`src/rtl/lin_interp_sched.sv`:
```
// rtl/lin_interp_sched.sv - phase-accumulator sequencer feeding the lin1D interpolator
//
// Purpose:
//   Takes a stream of packed IQ samples and runs a programmable phase
//   accumulator. Each output beat carries the sample pair (in0 older, in1
//   newer) and the Q15 weights (scale0 on in0, scale1 on in1). The output
//   rate per input is set by STEP (1.0 = 2^PHASE_W).
//
// Ports:
//   clk, reset                 clock, synchronous active-high reset
//   set_stb/set_addr/set_data  settings bus (SR_BASE = step, SR_BASE+1 = ctrl)
//   in_tdata/tvalid/tlast/tready    input sample stream
//   in0_tdata, in1_tdata       sample pair to the interpolator
//   scale0_tdata, scale1_tdata Q15 weights
//   out_tvalid/tlast/tready    command beat handshake
//   rb_addr, rb_data           statistics readback
//
// Optional feature macro: LIN_SCHED_STATS_EN (beat/starve counters on rb_data).
module lin_interp_sched #(
  parameter int         DATA_WIDTH = 16,
  parameter int         PHASE_W    = 16,
  parameter logic [7:0] SR_BASE    = 8'd0
) (
  input  logic                    clk,
  input  logic                    reset,
  input  logic                    set_stb,
  input  logic [7:0]              set_addr,
  input  logic [31:0]             set_data,
  input  logic [2*DATA_WIDTH-1:0] in_tdata,
  input  logic                    in_tvalid,
  input  logic                    in_tlast,
  output logic                    in_tready,
  output logic [2*DATA_WIDTH-1:0] in0_tdata,
  output logic [2*DATA_WIDTH-1:0] in1_tdata,
  output logic [DATA_WIDTH-1:0]   scale0_tdata,
  output logic [DATA_WIDTH-1:0]   scale1_tdata,
  output logic                    out_tvalid,
  output logic                    out_tlast,
  input  logic                    out_tready,
  input  logic [1:0]              rb_addr,
  output logic [31:0]             rb_data
);

  localparam logic [PHASE_W:0]      ONE     = {1'b1, {PHASE_W{1'b0}}};
  localparam logic [PHASE_W:0]      HALF    = {2'b01, {(PHASE_W-1){1'b0}}};
  localparam logic [DATA_WIDTH-1:0] Q15_MAX = DATA_WIDTH'(32767);

  typedef enum logic [1:0] {S_PRIME0, S_PRIME1, S_RUN, S_FETCH} state_t;

  state_t             state_q, state_d;
  logic [PHASE_W-1:0] ph_q;
  logic [PHASE_W:0]   step_q, pend_q, step_wr;
  logic               enable_q, last_q, single_q;
  logic [PHASE_W+1:0] sum;
  logic               wrap, wr_step, wr_ctrl, soft_clr, in_hs, out_hs;
  logic [DATA_WIDTH-1:0] frac;
  logic               unused_bits;

  assign wr_step  = set_stb && (set_addr == SR_BASE);
  assign wr_ctrl  = set_stb && (set_addr == SR_BASE + 8'd1);
  assign soft_clr = wr_ctrl && set_data[1];

  // Zero or anything above 1.0 would stall or skip samples, so both clamp to 1.0.
  assign step_wr = ((set_data[PHASE_W:0] == '0) || (set_data[PHASE_W:0] > ONE)) ?
                   ONE : set_data[PHASE_W:0];

  assign sum = {2'b00, ph_q} + {1'b0, step_q};
  // A lone-sample packet has nothing to interpolate towards, so its single
  // beat always counts as the wrap that ends the packet.
  assign wrap = single_q || (sum >= {1'b0, ONE});

  assign out_tvalid = (state_q == S_RUN);
  assign out_tlast  = out_tvalid && wrap && last_q;
  // Gated by reset so no upstream sample is consumed in a cycle reset discards.
  assign in_tready  = !reset && ((state_q == S_PRIME0) ? enable_q :
                                 ((state_q == S_PRIME1) || (state_q == S_FETCH)));
  assign in_hs  = in_tvalid && in_tready;
  assign out_hs = out_tvalid && out_tready;

  assign frac         = DATA_WIDTH'(ph_q[PHASE_W-1 -: 15]);
  assign scale1_tdata = out_tvalid ? frac : '0;
  assign scale0_tdata = out_tvalid ? (Q15_MAX - frac) : '0;

  always_comb begin
    state_d = state_q;
    case (state_q)
      S_PRIME0: if (in_hs) state_d = in_tlast ? S_RUN : S_PRIME1;
      S_PRIME1: if (in_hs) state_d = S_RUN;
      S_RUN:    if (out_hs && wrap) state_d = last_q ? S_PRIME0 : S_FETCH;
      S_FETCH:  if (in_hs) state_d = S_RUN;
      default:  state_d = S_PRIME0;
    endcase
    if (soft_clr) state_d = S_PRIME0;
  end

  always_ff @(posedge clk) begin
    if (reset) begin
      state_q   <= S_PRIME0;
      ph_q      <= '0;
      step_q    <= HALF;
      pend_q    <= HALF;
      enable_q  <= 1'b1;
      last_q    <= 1'b0;
      single_q  <= 1'b0;
      in0_tdata <= '0;
      in1_tdata <= '0;
    end else begin
      state_q <= state_d;
      if (wr_step) pend_q <= step_wr;
      if (wr_ctrl) enable_q <= set_data[0];
      if (soft_clr) begin
        ph_q      <= '0;
        last_q    <= 1'b0;
        single_q  <= 1'b0;
        in0_tdata <= '0;
        in1_tdata <= '0;
        step_q    <= pend_q;
      end else if (in_hs) begin
        last_q    <= in_tlast;
        in1_tdata <= in_tdata;
        if (state_q == S_PRIME0) begin
          // Loading in0 too makes a lone sample present as (x, x).
          in0_tdata <= in_tdata;
          single_q  <= in_tlast;
          ph_q      <= '0;
        end else begin
          in0_tdata <= in1_tdata;
          single_q  <= 1'b0;
        end
      end else if (out_hs) begin
        if (wrap && last_q) begin
          ph_q     <= '0;
          single_q <= 1'b0;
          step_q   <= pend_q;
        end else begin
          // Below 2.0, dropping the integer bit is the same as subtracting 1.0.
          ph_q <= sum[PHASE_W-1:0];
        end
      end
    end
  end

`ifdef LIN_SCHED_STATS_EN
  logic [31:0] in_cnt, out_cnt, starve_cnt;

  always_ff @(posedge clk) begin
    if (reset || soft_clr) begin
      in_cnt     <= '0;
      out_cnt    <= '0;
      starve_cnt <= '0;
    end else begin
      if (in_hs)  in_cnt  <= in_cnt + 32'd1;
      if (out_hs) out_cnt <= out_cnt + 32'd1;
      if (((state_q == S_PRIME1) || (state_q == S_FETCH)) && !in_tvalid)
        starve_cnt <= starve_cnt + 32'd1;
    end
  end

  always_comb begin
    rb_data = '0;
    case (rb_addr)
      2'd0:    rb_data = in_cnt;
      2'd1:    rb_data = out_cnt;
      2'd2:    rb_data = starve_cnt;
      default: rb_data = 32'(step_q);
    endcase
  end

  assign unused_bits = ^set_data[31:PHASE_W+1];
`else
  assign rb_data     = '0;
  assign unused_bits = ^{set_data[31:PHASE_W+1], rb_addr};
`endif

endmodule

```
`config.mk`:
```
export PLATFORM = sky130hd
export DESIGN_NAME = lin_interp_sched
export DESIGN_NICKNAME = d
export VERILOG_FILES = /design/src/rtl/lin_interp_sched.sv
export SDC_FILE = /design/constraint.sdc
export NUM_CORES = 1
export LEC_CHECK = 0
export ABC_CLOCK_PERIOD_IN_PS = 3700
export BUFFER_PORTS_ARGS = -buffer_cell sky130_fd_sc_hd__clkbuf_2
export CELL_PAD_IN_SITES_DETAIL_PLACEMENT = 2
export CELL_PAD_IN_SITES_GLOBAL_PLACEMENT = 2
export CORE_ASPECT_RATIO = 1.5
export CORE_MARGIN = 2
export CORE_UTILIZATION = 28
export DETAILED_ROUTE_END_ITERATION = 7
export PLACE_DENSITY_LB_ADDON = 0.1
export SLEW_MARGIN = 10
export SYNTH_ARGS = -nofsm -noshare
export SYNTH_HDL_FRONTEND = slang
export SYNTH_SLANG_ARGS = --single-unit
```
`constraint.sdc`:
```
create_clock -name clk -period 3.7 [get_ports clk]
set_input_delay 0.74 -clock clk [delete_from_list [all_inputs] [get_ports clk]]
set_output_delay 0.74 -clock clk [all_outputs]
set_load 0.01 [all_outputs]
```
; ---- Word level (Yosys, flattened, before mapping)
; Cells that the tools add are included.
[op_classes]
n_addsub = 2
n_bitwise = 0
reduce_logical = 27
n_mul = 0
mux = 23
eq_ne = 9
n_shift = 0
div = 0
n_lt_le_gt_ge = 2
[ops]
columns = operator, n
row1 = $mux W17, 5
row2 = $mux W16, 5
row3 = $mux W32, 1
row4 = $add A16 B17 Y18, 1
row5 = $ge A18 B17 Y1 const B, 1
row6 = $gt A17 B17 Y1 const B, 1
row7 = $logic_not A17 Y1, 1
row8 = $sub A15 B15 Y16 const A, 1
row9 = $mux W15, 1
row10 = $logic_and A1 B1 Y1, 10
row11 = $mux W2, 5
row12 = $eq A8 B1 Y1 const B, 1
row13 = $logic_not A8 Y1, 1
row14 = $reduce_bool A2 Y1, 4
row15 = $ne A2 B1 Y1 const B, 3
row16 = $pmux W2 S3, 1
row17 = $reduce_and A3 Y1, 2
row18 = $mux W1, 5
row19 = $eq A2 B2 Y1 const B, 2
row20 = $ne A2 B2 Y1 const B, 2
row21 = $reduce_and A2 Y1, 2
row22 = $reduce_or A2 Y1, 2
row23 = $logic_or A1 B1 Y1, 3
row24 = $eq A2 B1 Y1 const B, 1
row25 = other kinds (2), 2
[word_totals]
mem_bits_ro = 0
regBits = 119
output_inout_bits = 131
mem_bits_rw = 0
n_memories = 0
latchBits = 0
inputBits = 80
wordCells = 72

; ---- Logic depth before layout (Yosys ltp)
[depth]
depth_word = 8
ltp_mapped = 12
ltp_nobuf = 10

; ---- Least setup slack after synthesis
; OpenSTA, ideal clock, no wires.
[synth_timing]
path_type = reg-to-output
from = register ph_q[0]
to = output port out_tlast
required_ns = 2.960
stages_incl_launch_ff = 13
path_buffers = 2
slack_ns = 0.468
arrival_time_ns = 2.492
path_cell_list = dfxtp_1 > ha_1 > inv_1 > fa_1 > nand2b_1 > a21oi_1 > o21ai_1 > a211o_1 > a211oi_2 > buf_4 > buf_6 > a21oi_1 > nor2_1
[synth_via]
elab_chain_len = 5
[synth_lines]
columns = element, line_no
row1 = from (decl), 51  ; logic [PHASE_W-1:0] ph_q;
row2 = from (signal assigned), 137  ; ph_q <= sum[PHASE_W-1:0];
row3 = $add A16 B17 Y18, 67  ; assign sum = {2'b00, ph_q} + {1'b0, step_q};
row4 = $ge A18 B17 Y1, 70  ; assign wrap = single_q || (sum >= {1'b0, ONE});
row5 = $logic_or A1 B1 Y1, 70
row6 = $logic_and A1 B1 Y1 (2 in series), 73  ; assign out_tlast = out_tvalid && wrap && last_q;
row7 = to (decl), 38  ; output logic out_tlast,
; Every way passes these cells.

; ---- Worst setup path after layout
[layout_timing]
from = register step_q[0]
to = output port out_tlast
[layout_via]
elab_chain_len = 5
[layout_lines]
columns = element, line_no
row1 = from (decl), 52  ; logic [PHASE_W:0] step_q, pend_q, step_wr;
row2 = from (signal assigned), 117  ; step_q <= pend_q;
row3 = from (signal assigned), 134  ; step_q <= pend_q;
row4 = $add A16 B17 Y18, 67
row5 = $ge A18 B17 Y1, 70
row6 = $logic_or A1 B1 Y1, 70
row7 = $logic_and A1 B1 Y1 (2 in series), 73
; Every way passes these cells.

==> run summary <==
Outcome: finished clean
CP cell instances: ha_1 -> inv_1 -> fa_1 -> nand2b_4 -> a21oi_2 -> o21ai_2 -> a211o_1 -> a211oi_4 -> a21oi_2 -> nor2_1 -> clkbuf_2
Gr usage total: 18.99%
Dominant cells by area after synthesis: dfxtp_1 40%, nand2_1 8.5%, a21oi_1 5.9%
P_leak: 3.266 nW
Post-synthesis cell area: 0.005986 mm^2
CP Launch Type: flop
XOR/XNOR share of the synthesized area: 1.317%
Non-Filler Instances: 1166
Antenna-violating nets left: 0
Crit Reg-Reg Startpoint: step_q[0]
Dpl cells: 1132
Switching part of the total: 26.67%
Power Internal: 2.533 mW
Initial antenna violation count: 0
Routed wire per std cell: 18.17 um
Final Hold Fails: 0
Global-route wire length before repair: 33480 um
Slew @ Worst Pin: 1.054 ns
Post-Synth Adder-Cell Area: 3.888%
Post-detailed-route via-to-cell ratio: 5.060
WL final: 21190 um
Largest family of logic cells by synthesized area: compound AO/OA/AOI/OAI gates
Core ar.: 0.02098 mm^2
Max IR drop VDD: 0.2298 mV
Tcrit/Tclk final: 95.68%
Total CTS buffers: 17
Largest net degree at the start of global routing: 65
Cell count after synthesis: 747
Vias: 5900
# DRC: 0
Crit end category: output port
Register bit count reported by yosys: 119
I/O pins: 211
Max-slew violations: 0
Sequential cell area fraction in the yosys report: 39.80%
Hold_sp: pend_q[8]
First-pass iteration count of the detailed router: 4
Hold_ws: 0.4614 ns
PwrDens: 459.9 mW/mm^2
Crit path top cell by count: a21oi_2
Worst Setup SP: step_q[0]
Max Fclk: 282.5 MHz
CTS root buf: clkbuf_16
Hold Path Class: flop to flop
Cts hold-fix bufs: 0
RSZ-0062 raised after global routing: no
Total number of yosys warnings: 0
Post-synth top flop: dfxtp_1
Multiplexer area fraction after synthesis: 0.1672%
Buffers added on ports: 159
DR iter-0 viols: 132
Area leader, netlist: dfxtp_1
Syn Area/Cell: 8.013 um^2
Max-cap check violation count: 0
Die footprint: 0.02259 mm^2
WL met3: 1051 um
Layout cells sized above 1: 24.72%
H-tree Lvls: 4
Vias in the first global route: 6406
CP Class: flop to output port
CP arrival: 2.80 ns
Ys async rst share: 0%
Die H: 183.1 um
Distinct cells, synth: 52
Critical-path top delay cell: fa_1
GPL Wtd Cong: 0.7348
CTS Sinks: 119
TNS Setup: 0 ns
Simple-Gate Fraction of Synth Area: 20.09%
Most common cell in the netlist: nand2_1
Layout area overhead: 25.50%
Tmin final: 3.540 ns
Final nets: 983
# rows: 65
Delay of the slowest critical-path stage: 0.38 ns
Compound-Gate Fraction of Synth Area: 25.06%
GR Overflow Total: 0
Starting Density: 28.53%
Wire length on met1: 7763 um
Top cells by count, synth: 136 x nand2_1, 119 x dfxtp_1, 71 x a21oi_1
Top cell type's share of synthesized area: 39.80%
CTS max path bufs: 2
Final HPWL DP: 15270 um
Worst skew pair latency: 0.42 ns
WP data required: 2.96 ns
Clock Skews: 0.01245 ns
Sw Pwr: 0.9215 mW
Clock power frac: 50.5%
Comb pwr share: 10.1%
Antenna cells: 0
Highest metal used: met4
Flop pwr share: 39.4%
Crit path max fanout: 4
Slew HR: 29.73%
Number of synthesized flops with an enable pin: 0
Die Wd: 123.4 um
Overall Power: 3.455 mW
Setup violations, final: 0
CTS tree: yes
Metal2 WL: 12020 um
Clock transition at the registers of the reported paths: 0.06 ns
==> repair_timing <==
| action | 4_1_cts | 5_1_grt |
|---|---|---|
| pin swaps | 1 | 1 |
| resized for setup | 2 | 3 |
| endpoints found under the setup margin | 1 | 1 |
| setup buffers | 1 | 1 |
| gates cloned | 0 | 0 |
==> cells in the final DEF, fill, tap and decap left out, types with 23 or more instances in the layout <==
master / netlist / layout
o21ai_0: 41 / 41
inv_1: 23 / 23
nor2_1: 60 / 59
nand2_1: 136 / 135
dfxtp_1: 119 / 119
a311oi_1: 34 / 34
conb_1: 1 / 34
a21oi_1: 71 / 69
clkbuf_2: 0 / 159
==> worst paths after layout <==
check                   end  slack (ns)  cells past startpoint
setup / recovery  out_tlast        0.16                     11
setup reg to reg    ph_q[2]        0.46                     11
hold reg to reg   pend_q[8]        0.46                      2
hold / removal    pend_q[8]        0.46                      2
==> worst max-delay path, delay by kind of cell, from the launching register on <==
family,cells,cell delay [ns]
flops,1,0.34
fa+ha+maj,2,0.56
buf+inv,2,0.20
simple gates,2,0.28
compound gates,5,1.01
==> per-stage QoR <==
stage	worst slack [ns]	cell area, um^2	utilization [%]
4_1_cts	0.01753	7490	35.69
3_5_place_dp	0.3205	6858	32.68
5_1_grt	0.01337	7512	35.80
6_report	0.1599	7512	35.80
3_3_place_gp	0.4072	6858	32.68
2_1_floorplan	0.4680	6110	-
==> power groups by stage <==
stage | logic [mW] | clock network (mW) | registers (mW)
after floorplan | 0.204 | 0 | 1.40
after global placement | 0.338 | 0 | 1.39
after detailed placement | 0.354 | 0 | 1.39
after CTS | 0.357 | 1.79 | 1.36
after global routing | 0.390 | 1.86 | 1.37
final | 0.350 | 1.74 | 1.36
==> kinds of logic (layout without fill, tap and decap cells) <==
group,after synthesis,count (layout)
compound gates,221,221
xor+xnor,9,9
fa+ha+maj,18,18
buf+inv,111,229
flops,119,119
mux,1,1
other cells,1,34
simple gates,267,267
==> sequential cells by signal, indices dropped and copies added, names as in the netlist <==
signal     count
pend_q        17
single_q       1
step_q        17
ph_q          16
enable_q       1
state_q        2
last_q         1
in0_tdata     32
in1_tdata     32
==> final cells by class <==
| class | instances | area [um^2] |
|---|---|---|
| clock buffers | 19 | 442.9 |
| multi-input cells | 550 | 3191 |
| flip-flops and latches | 119 | 2382 |
| well taps | 268 | 335.3 |
| clock inverters | 13 | 170.2 |
| inverters | 24 | 90.09 |
| repair buffers | 173 | 900.9 |
| fillers | 2433 | 13470 |
==> per-layer routing <==
layer,vias up,track usage (%)
li1,2840,-
met1,2931,18.86
met2,110,36.86
met3,19,5.566
met4,0,5.727
met5,-,0
(Power assumes the default switching activity.)
